<file path="config.mk">
export PLATFORM = sky130hd
export DESIGN_NAME = unidade_controle
export DESIGN_NICKNAME = d
export VERILOG_FILES = /design/src/rtl/unidade_controle.sv
export SDC_FILE = /design/constraint.sdc
export NUM_CORES = 1
export LEC_CHECK = 0
export BUFFER_PORTS_ARGS = -buffer_cell sky130_fd_sc_hd__clkbuf_2
export CAP_MARGIN = 20
export CORE_MARGIN = 2
export CORE_UTILIZATION = 48
export CTS_CLUSTER_DIAMETER = 30
export DETAILED_ROUTE_END_ITERATION = 12
export PLACE_DENSITY_LB_ADDON = 0.3
export SKIP_LAST_GASP = 1
export SYNTH_ARGS = -nofsm -noshare
export SYNTH_HDL_FRONTEND = slang
export SYNTH_SLANG_ARGS = --single-unit
export TNS_END_PERCENT = 100
</file>
<file path="constraint.sdc">
create_clock -name clock -period 2.35 [get_ports clock]
set_clock_uncertainty 0.15 [all_clocks]
set_input_delay 0.705 -clock clock [delete_from_list [all_inputs] [get_ports clock]]
set_output_delay 0.705 -clock clock [all_outputs]
set_load 0.05 [all_outputs]
</file>
<file path="src/rtl/unidade_controle.sv">
// unidade_controle: multicycle control FSM (fetch/decode/exec/mem/wb) with memory timeout and sticky fault
// Ports: clock, reset (sync, active-high); opcode, zero, mem_ready in;
//   mem_req, mem_we, ir_write, pc_write, pc_src, im_sel, alu_op, reg_write, fault, state, retired out.
// Define UNIDADE_CONTROLE_RETIRED_EN to build the retired-instruction counter; otherwise retired reads 0.
module unidade_controle #(
  parameter int TIMEOUT_CYC = 255
) (
  input  logic        clock,
  input  logic        reset,
  input  logic [5:0]  opcode,
  input  logic        zero,
  input  logic        mem_ready,
  output logic        mem_req,
  output logic        mem_we,
  output logic        ir_write,
  output logic        pc_write,
  output logic [1:0]  pc_src,
  output logic [1:0]  im_sel,
  output logic [2:0]  alu_op,
  output logic        reg_write,
  output logic        fault,
  output logic [2:0]  state,
  output logic [31:0] retired
);
  localparam logic [2:0] S_FETCH = 3'd0;
  localparam logic [2:0] S_DECODE = 3'd1;
  localparam logic [2:0] S_EXEC = 3'd2;
  localparam logic [2:0] S_MEM = 3'd3;
  localparam logic [2:0] S_WB = 3'd4;
  localparam logic [2:0] S_FAULT = 3'd7;
  localparam logic [5:0] OP_R = 6'h00;
  localparam logic [5:0] OP_J = 6'h02;
  localparam logic [5:0] OP_BEQ = 6'h04;
  localparam logic [5:0] OP_ADDI = 6'h08;
  localparam logic [5:0] OP_LI = 6'h0F;
  localparam logic [5:0] OP_LW = 6'h23;
  localparam logic [5:0] OP_SW = 6'h2B;
  localparam int WW = $clog2(TIMEOUT_CYC + 1);
  logic [2:0] r_state, w_next;
  logic [5:0] r_op;
  logic [1:0] r_im;
  logic [WW-1:0] r_wait;
  logic w_fetch, w_exec, w_mem, w_wb;
  logic w_r, w_j, w_beq, w_addi, w_li, w_lw, w_sw, w_legal, w_tmo;
  logic [1:0] w_im;
  assign w_fetch = r_state == S_FETCH;
  assign w_exec = r_state == S_EXEC;
  assign w_mem = r_state == S_MEM;
  assign w_wb = r_state == S_WB;
  assign w_r = r_op == OP_R;
  assign w_j = r_op == OP_J;
  assign w_beq = r_op == OP_BEQ;
  assign w_addi = r_op == OP_ADDI;
  assign w_li = r_op == OP_LI;
  assign w_lw = r_op == OP_LW;
  assign w_sw = r_op == OP_SW;
  assign w_legal = w_r | w_j | w_beq | w_addi | w_li | w_lw | w_sw;
  assign w_im = w_j ? 2'b00 : (w_addi | w_li) ? 2'b01 : w_r ? 2'b11 : 2'b10;
  // Last waiting cycle without a strobe; a strobe in that same cycle still completes.
  assign w_tmo = (r_wait == WW'(TIMEOUT_CYC - 1)) && !mem_ready;
  always_comb begin
    w_next = S_FAULT;
    case (r_state)
      S_FETCH:  w_next = mem_ready ? S_DECODE : w_tmo ? S_FAULT : S_FETCH;
      S_DECODE: w_next = w_legal ? S_EXEC : S_FAULT;
      S_EXEC:   w_next = (w_lw | w_sw) ? S_MEM : (w_j | w_beq) ? S_FETCH : S_WB;
      S_MEM:    w_next = mem_ready ? (w_sw ? S_FETCH : S_WB) : w_tmo ? S_FAULT : S_MEM;
      S_WB:     w_next = S_FETCH;
      default:  w_next = S_FAULT;
    endcase
  end
  always_ff @(posedge clock) begin
    if (reset) begin
      r_state <= S_FETCH;
      r_op <= '0;
      r_im <= 2'b11;
      r_wait <= '0;
    end else begin
      r_state <= w_next;
      r_wait <= (w_next != r_state) ? '0 : r_wait + 1'b1;
      if (ir_write) r_op <= opcode;
      if (r_state == S_DECODE && w_legal) r_im <= w_im;
    end
  end
  assign mem_req = w_fetch | w_mem;
  assign mem_we = w_mem & w_sw;
  assign ir_write = w_fetch & mem_ready;
  assign pc_write = ir_write | (w_exec & (w_j | (w_beq & zero)));
  assign pc_src = (w_exec & w_j) ? 2'b10 : (w_exec & w_beq) ? 2'b01 : 2'b00;
  assign alu_op = !w_exec ? 3'b000 : w_r ? 3'b010 : w_li ? 3'b011 : w_beq ? 3'b001 : 3'b000;
  assign reg_write = w_wb;
  assign fault = r_state == S_FAULT;
  assign state = r_state;
  assign im_sel = r_im;
`ifdef UNIDADE_CONTROLE_RETIRED_EN
  logic [31:0] r_ret;
  logic w_retire;
  assign w_retire = (w_exec & (w_j | w_beq)) | (w_mem & mem_ready & w_sw) | w_wb;
  always_ff @(posedge clock) begin
    if (reset) r_ret <= '0;
    else if (w_retire) r_ret <= r_ret + 32'd1;
  end
  assign retired = r_ret;
`else
  assign retired = 32'h0;
`endif
endmodule
</file>
==> impl_results.md <==
- Status: finished with violations
- Failing checks: setup timing
- IO buf count: 24
- Final Net Count: approximately 230
- Cells after Synth: 180
- Ratio of final minimum period to clock period: 103.2%
- Crit Path Class: reg -> out
- Static Leak: 0.7730 nW
- N_diodes: 0
- # DRC: 0
- Final GP Congestion: slightly below 0.9
- Clock sink count: 19
- Post-CTS Hold Buffers: 0
- TritonCTS Buffers: 3
- CTS tree: built
- Hold WC Path Type: reg -> reg
- Initial antenna violation count: 0
- Via count: between 1000 and 1500
- Sequential share of the synthesized area: about a quarter
- Chip width: around 59 um
- Hold Startpoint: im_sel[1]$_SDFFE_PP1P_
- Layout Cells excl Fill: ~250
- Clk slew on worst S/H paths: 0.12 ns
- Yosys reg bits: 19
- I/O pin count: 58
- Final worst path period need: roughly 2.4 ns
- Count of final setup violators: 5
- Area Overhead vs Synth: 22.94%
- Die Footprint: 3527 sq um
- Via density: about 5.2
- Drt initial violations: 58
- Hold Fails Final Rpt: 0
- Remaining global-route overflow: 0
- Hpwl dp: around 2200 um
- Clk_lat worst skew: 0.31 ns
- Fin util: approximately three fifths
- Highest clock rate: 0.4123 GHz
- Detail Route Antenna Nets: 0
- Synth Area per Inst: 8.181 sq um
- R2R setup slack: approximately 0.33 ns
- Synth warn: 0
- Reg2reg path depth: 6
- Vias in the first global route: 1150
- Worst VDD drop: 312.2 uV
- CTS root buffer: clkbuf_4
- Die Y: 59.39 um
- Tot GR Track Use: 19.15%
- Placed cell count: 238
- R2R Path End: r_wait[3]$_SDFF_PP0_
- Overall power: roughly 1.0 mW
- DR WL/cell: 12.76 um
- First-pass GRT wire length: 5140 um
- PD cells: approximately 580 nW/um^2
- Post-route setup TNS: -0.2003 ns
- Row cnt: 20
- Synth cell types: 43
- Share of cells above drive strength 1: 38.14%
- Required time worst endpoint: between 1 and 1.5 ns
- Routed WL: 3164 um
- Count of pins over their slew limit: 0
- Hold Crit Depth: 2
- Synthesized area: 1473 sq um
- H-tree depth: 1
- Largest net degree at the start of global routing: 13
- Crit path DAT: 1.57 ns
- Setup ws final: -0.07518 ns
- Critical-path maximum fanout: 4
- # Max-Cap Violations: 0
- Crit path launch type: flop
- Worst Hold End: im_sel[1]$_SDFFE_PP1P_
- Critical Path Sink Type: primary output
- First-pass detailed-route iteration total: 4
- Clk buf depth: 2
- Initial Utilization: 49.45%
- Total core area: a little under 3000 sq um
- R2r startpoint: r_op[5]$_SDFFE_PP0P_
- Unrepaired setup endpoints after global routing: true
## layout by cell type, fill, tap and decap left out, types with 2 or more instances in the layout
master and instances:
a221o_1 2, and4_1 2, buf_8 3, nand4_1 4, inv_1 3, and3_1 3
nand2_1 21, dfxtp_1 12, dfxtp_2 5, clkbuf_16 2, clkbuf_4 4, a21oi_1 11
dfxtp_4 2, nand2b_1 2, buf_6 3, nand3_1 6, nor3_2 9, o21ai_0 3
clkbuf_2 14, nor3_1 4, ha_1 2, xor2_1 6, nor2_1 6, o31ai_1 2
nor2_2 2, xnor2_1 2, buf_4 17, nor4_1 2, a211o_4 2, conb_1 33
## power breakdown
part           leakage [nW]  switching [mW]  internal, mW
logic                 0.597           0.343         0.152
clock network        0.0177           0.115        0.0636
registers             0.158          0.0284         0.345
total                 0.773           0.487         0.561
## timing repair
item,4_1_cts,5_1_grt
pin swaps,4,8
setup buffers,3,3
cloned,0,0
endpoints found under the setup margin,6,10
gates resized for setup,17,24
## critical path, stage by stage (launching register included)
cell       delay [ns]
dfxtp_2          0.35
nor2_4           0.12
nand2_2          0.08
nor3_4           0.17
and4b_4          0.28
a211o_4          0.11
clkbuf_16        0.15
## per-stage QoR
step           setup WS, ns  area [sq um]  hold WS, ns
2_1_floorplan      -0.04856          1674       0.3478
3_3_place_gp       0.005815          1608       0.3219
3_5_place_dp       0.003335          1608       0.3362
4_1_cts             -0.1357          1744       0.3668
5_1_grt             -0.1599          1810       0.4086
6_report           -0.07518          1810       0.3686
## cells by family (layout without fill, tap and decap cells)
| group | Yosys count | after routing | share of synthesized area (%) |
|---|---|---|---|
| AOI/OAI and AO/OA | 28 | 28 | 14.11 |
| xor gates and xnor gates | 8 | 8 | 4.758 |
| adders and majority gates | 3 | 3 | 2.464 |
| buffers and inverters | 47 | 50 | 22.00 |
| DFF | 19 | 19 | 25.83 |
| muxes | 1 | 1 | 0.6797 |
| other | 1 | 33 | 0.2546 |
| and+or+nand+nor | 73 | 73 | 29.91 |
## worst max-delay path by stage
stage / start / to / slack, ns / cells past startpoint
global route: state[0]$_SDFF_PP0_ / pc_write / -0.16 / 6
finish: state[2]$_SDFF_PP0_ / pc_write / -0.08 / 6
CTS: state[0]$_SDFF_PP0_ / pc_write / -0.14 / 6
floorplan: state[0]$_SDFF_PP0_ / pc_write / -0.05 / 6
detailed placement: mem_ready / pc_write / 0.003 / 5
global placement: mem_ready / pc_write / 0.006 / 5
## registers in the layout, summed over array words and instances (netlist names)
name,cells
r_wait,8
r_op,6
state,3
im_sel,2
## synthesized netlist by cell type (all sizes together)
cell / number / area share [%]
buf: 38 / 20
and4b: 1 / 0.68
a21oi: 12 / 4.1
clkbuf: 4 / 1.0
nor2: 9 / 2.3
xor2: 6 / 3.6
and4: 2 / 1.2
or2: 1 / 0.43
inv: 4 / 1.0
xnor2: 2 / 1.2
or3: 1 / 0.76
ha: 2 / 1.7
nand2: 22 / 5.6
o221ai: 1 / 1.8
nor4: 3 / 2.3
dfxtp: 19 / 26
o22ai: 1 / 0.43
o21bai: 1 / 0.51
a21boi: 1 / 0.51
and3: 4 / 1.7
a211o: 2 / 1.8
a41oi: 1 / 0.59
a221o: 2 / 1.4
o21a: 1 / 0.51
nand3: 7 / 2.4
mux2i: 1 / 0.68
conb: 1 / 0.25
clkinv: 1 / 0.25
nor3: 14 / 7.5
nand4: 5 / 3.1
nand3b: 1 / 0.51
o31ai: 2 / 1.0
maj3: 1 / 0.76
nand2b: 3 / 1.4
o21ai: 3 / 1.0
a211oi: 1 / 0.51
## layer usage
layer	track usage (%)	wire length, um	part of all wire [%]
met1	24.90	1390	44
met2	30.46	1540	49
met3	3.493	188	5.9
met4	9.091	44	1.4
met5	0	0	0
## final cells by class
type / instances / area (sq um)
repair buffers: 41 / 347.8
clock inverters: 1 / 5.005
multi-input cells: 146 / 964.7
clock buffers: 3 / 22.52
inverters: 5 / 35.03
flip-flops and latches: 19 / 394.1
well taps: 33 / 41.29
fillers: 261 / 1167
Note: power is estimated with default switching activity, not from simulation.
